===== src/rtl/hw_alu_seq.sv =====
// Command sequencer for a 2-bit-select combinational ALU (add/sub/and/shr).
// It accepts one command at a time, drives registered ALU inputs from the
// accumulator and writes the ALU result back. The accumulator value is
// returned on a valid/ready response port.
module hw_alu_seq #(
  parameter int WIDTH = 3
) (
  input  logic             clk,
  input  logic             rst_n,
  input  logic             cmd_valid,
  output logic             cmd_ready,
  input  logic [2:0]       cmd_op,
  input  logic [WIDTH-1:0] cmd_operand,
  output logic [WIDTH-1:0] alu_din0,
  output logic [WIDTH-1:0] alu_din1,
  output logic [1:0]       alu_sel,
  input  logic [WIDTH-1:0] alu_dout,
  output logic             rsp_valid,
  input  logic             rsp_ready,
  output logic [WIDTH-1:0] rsp_data,
  output logic             rsp_zero,
  output logic             rsp_err
);

  typedef enum logic [1:0] {
    IDLE = 2'd0,
    EXEC = 2'd1,
    RESP = 2'd2
  } state_t;

  state_t           state;
  logic [WIDTH-1:0] acc;
  logic             err;

  // Sequencer FSM: accepts a command in IDLE, spends one cycle in EXEC for
  // ALU ops so the registered ALU inputs can settle, then holds RESP until
  // the consumer takes the response.
  always_ff @(posedge clk or negedge rst_n) begin
    if (!rst_n) begin
      state    <= IDLE;
      acc      <= '0;
      err      <= 1'b0;
      alu_din0 <= '0;
      alu_din1 <= '0;
      alu_sel  <= 2'b00;
    end else begin
      case (state)
        IDLE: begin
          if (cmd_valid) begin
            if (!cmd_op[2]) begin
              alu_din0 <= acc;
              alu_din1 <= cmd_operand;
              alu_sel  <= cmd_op[1:0];
              state    <= EXEC;
            end else begin
              state <= RESP;
              case (cmd_op[1:0])
                2'b00: begin
                  acc <= cmd_operand;
                  err <= 1'b0;
                end
                2'b01: begin
                  acc <= '0;
                  err <= 1'b0;
                end
                default: err <= 1'b1;
              endcase
            end
          end
        end
        EXEC: begin
          acc   <= alu_dout;
          err   <= 1'b0;
          state <= RESP;
        end
        RESP: begin
          if (rsp_ready) state <= IDLE;
        end
        default: state <= IDLE;
      endcase
    end
  end

  assign cmd_ready = (state == IDLE);
  assign rsp_valid = (state == RESP);
  assign rsp_data  = acc;
  assign rsp_zero  = (acc == '0);
  assign rsp_err   = err;

endmodule

===== config.mk =====
export PLATFORM = sky130hd
export DESIGN_NAME = hw_alu_seq
export DESIGN_NICKNAME = d
export VERILOG_FILES = /design/src/rtl/hw_alu_seq.sv
export SDC_FILE = /design/constraint.sdc
export NUM_CORES = 1
export LEC_CHECK = 0
export CAP_MARGIN = 10
export CORE_ASPECT_RATIO = 1.1
export CORE_MARGIN = 4
export CORE_UTILIZATION = 36
export DETAILED_ROUTE_END_ITERATION = 16
export PLACE_DENSITY = 0.8
export SYNTH_ARGS = -nofsm -noshare
export SYNTH_HDL_FRONTEND = slang
export SYNTH_SLANG_ARGS = --single-unit

===== constraint.sdc =====
create_clock -name clk -period 1.4 [get_ports clk]
set_input_delay 0.42 -clock clk [delete_from_list [all_inputs] [get_ports clk]]
set_output_delay 0.42 -clock clk [all_outputs]
set_load 0.1 [all_outputs]

# After elaboration in Yosys (flattened, before gate mapping)

Cells that the tools add are included.

Register bits: 14
Bits of input ports: 13
Output and inout port bits: 15
Word-level logic and storage cells: 35

Eq/ne operators: 7
Mux-type cells: 12
Bitwise logic cells: 1
Reductions and logical operators: 9

Operators with widths:

| operator                                              | count |
|---|---|
| one-hot mux 3 bit (2 select lines)                    | 2 |
| 2-to-1 mux 2 bit                                      | 3 |
| 2-to-1 mux 3 bit                                      | 2 |
| one-hot mux 2 bit (3 select lines)                    | 1 |
| AND reduction 3 bit                                   | 2 |
| == test 2 x 1 -> 1 bit, second input constant         | 2 |
| logical NOT 2 bit                                     | 2 |
| inequality test 2 x 1 -> 1 bit, second input constant | 2 |
| AND reduction 4 bit                                   | 1 |
| logical NOT 3 bit                                     | 1 |
| 2-to-1 mux 1 bit                                      | 3 |
| inequality test 3 x 1 -> 1 bit, second input constant | 1 |
| == test 2 bit, second input constant                  | 1 |
| inequality test 2 bit, second input constant          | 1 |
| one-hot mux 1 bit (2 select lines)                    | 1 |
| AND reduction 2 bit                                   | 1 |
| nonzero test 2 bit                                    | 1 |
| OR reduction 2 bit                                    | 1 |
| NOT 1 bit                                             | 1 |

# Depth between registers and ports, before layout

Word-level depth: 6
Mapped depth: 4
Gate-level depth less buffers: 3

# Worst setup path after synthesis

OpenSTA, ideal clock, no wires.

Kind: reg-to-output
From: register acc[0] (netlist: rsp_data[0])
To: output rsp_zero
Data arrival time: 2.964 ns
Path slack: -1.984 ns
Stages on the path, launching flop included: 2
Path buffers: 0
Cells stage by stage: dfrtp_1 nor3_1

Cells in the longest elaborated chain, start to end: 1

RTL lines:

| item                     | line | text |
|---|---|---|
| start: declaration       | 32   | `logic [WIDTH-1:0] acc;` |
| start signal: assignment | 59   | `acc <= cmd_operand;` |
| start signal: assignment | 72   | `acc <= alu_dout;` |
| logical NOT 3 bit        | 87   | `assign rsp_zero = (acc == '0);` |
| end: declaration         | 21   | `output logic rsp_zero,` |

Every way passes these cells.

# Final worst setup path

Ends and elaborated chain as after synthesis.

==> metrics.yaml <==
status: "complete, but fails checks"
violations: "negative setup slack"
grt-ovfl-total: 0
startpoint_type: "register"
hpwlAfterDp_mm: 1.29
r2r_setup_slack_ns: -0.09
antenna_found_initial: 0
die_h_um: 53.0
period_share: 1.15
multiInputGateArea_um2: 335
ant_nets: 0
drive_above_1_share: 0.584
async_reset_ff_frac: 1.00
coreArea_um2: 1760
hold_class: "input pin to asynchronous set/reset pin"
r2r-end: "alu_sel[0]"
dr.pass1.iters: 4
startpoint: "rsp_data[0]"
syn_avg_cell_area_um2: 12.5
dpl-instance-area_um2: 1220
dieArea_um2: 2590
ys_seq_area_frac: 0.529
worstMarginPinSlew_ns: 0.260
via_per_inst: 5.10
cp.arrival_ns: 1.19
synth_edf_count: 0
maxCapViolations: 0
ctsRootBufferMaster: "clkbuf_4"
hold_viol: 0
grt_max_degree: 15
path_max_fanout: 2
clock_sinks: 14
timing.rr.start: "state[1]"
worst_path_max_delay_cell: "dfrtp_4"
htree_levels: 1
crit_type: "register to output port"
drc: 0
clock.fmax_mhz: 623
reg2reg_depth: 4
syn_inst: 53
synth.net_count: 66
synth-main-ff-cell: "dfrtp_1"
final_max_slew_viol_count: 0
relSlewSlack: 0.826
critPathCapture: "rsp_zero"
clkLatencyLatePin_ns: 0.28
cts_tree: "yes"
slowest_delay_ns: 0.50
yosys_warnings: 0
cp.required_ns: 0.98
diodes: 0
layout_commonest_cell: "buf_12"
cts-buffers-inserted: 3
fill_cells: 98
num_vias: 607
rows: 16
clockBufferDepth: 2
grt_pass1_wl_mm: 2.77
skew_ns: 0.00595
fin_crit_ns: 1.61
setup_slack_ns: -0.206
fin_nets: 115
path_clk_slew_ns: 0.09
synth_seq_cells: 14
mostFrequentLayoutCells: "buf_12 (15), buf_4 (12), dfrtp_1 (10), clkdlybuf4s50_1 (9), mux2_4 (8)"
portBuffers: 27
path_cells: "nor3_4 -> buf_12"
wl_mm: 1.81
finalInstanceArea_um2: 1360
track_usage: 0.145
pin_count: 28
initial_core_util: 0.376
grt_pass1_vias: 598
wl_per_cell_um: 15.2
area_growth_syn_to_layout_pct: 106
endpoint_kind: "output port"
first_iter_violations: 10
register_area_um2: 360
routabilityCongestion: 0.816
synth_cell_types: 20
rsz0062_at_grt: "true"
fp.dieW_um: 48.9
syn_area_um2: 662
setup_viol: 13
hold_buffers: 0
## metal layers
metal	wire length [µm]	vias to the layer above	GRT usage
li1	-	283	-
met1	712	296	0.161
met2	947	24	0.243
met3	112	4	0.0394
met4	34	0	0.0942
met5	0	-	0
## cell families after synthesis
logic type             share of synthesized area
DFF                                        0.529
AOI/OAI and AO/OA                         0.0718
buffers and inverters                     0.0510
muxes                                      0.181
and+or+nand+nor                            0.166
## synth_stat cells, drive strengths merged (2+ instances only)
cell type | number | area, µm²
and3b | 3 | 30.0
mux2 | 8 | 90.1
mux2i | 3 | 30.0
dfrtp | 14 | 350
a31oi | 3 | 18.8
inv | 5 | 18.8
a21oi | 3 | 15.0
nand2 | 2 | 7.51
## state kept, by name (all words and copies together) (netlist names)
register and cells:
state 2, alu_din1 3, alu_sel 2, rsp_err 1, alu_din0 3, rsp_data 3
## layout make-up
type | count | area share
multi-input cells | 32 | 0.246
clock buffers | 4 | 0.0266
repair buffers | 46 | 0.433
well taps | 18 | 0.0165
inverters | 5 | 0.0138
flip-flops and latches | 14 | 0.264
## worst min path at each step
| stage | slack [ns] | cells past startpoint | startpoint | end |
|---|---|---|---|---|
| after floorplan | 0.12 | 0 | rst_n | alu_din0[0] |
| after CTS | 0.46 | 2 | rst_n | alu_din0[1] |
| after global placement | 0.55 | 2 | rsp_err | rsp_err |
| final | 0.45 | 2 | rst_n | alu_din0[1] |
| after global routing | 0.47 | 2 | rst_n | alu_din0[1] |
| after detailed placement | 0.57 | 1 | alu_din0[2] | alu_din0[2] |
## what timing repair did
| item | CTS | global route |
|---|---|---|
| resized for setup | 10 | 4 |
| buffers inserted | 4 | 6 |
| pin swaps | 3 | 1 |
| setup endpoints to repair | 16 | 14 |
## critical path: cells and delay by family (launching register included)
kind	cells	cell delay (ns)
DFF	1	0.50
and+or+nand+nor	1	0.22
buffers and inverters	1	0.20
## through the flow
stage / worst slack, ns / std cells / hold slack, ns / utilization / setup TNS (ns)
2_1_floorplan: -0.487 / 53 / 0.124 / - / -1.41
3_3_place_gp: -0.378 / 106 / 0.552 / 0.692 / -4.00
3_5_place_dp: -0.436 / 106 / 0.566 / 0.692 / -4.74
4_1_cts: -0.216 / 114 / 0.463 / 0.744 / -1.24
5_1_grt: -0.261 / 119 / 0.471 / 0.773 / -2.04
6_report: -0.206 / 119 / 0.454 / 0.773 / -1.54
Power is left out: the tool's default activity adds up to more than one toggle a clock period on the data nets, which glitch-free logic cannot reach.
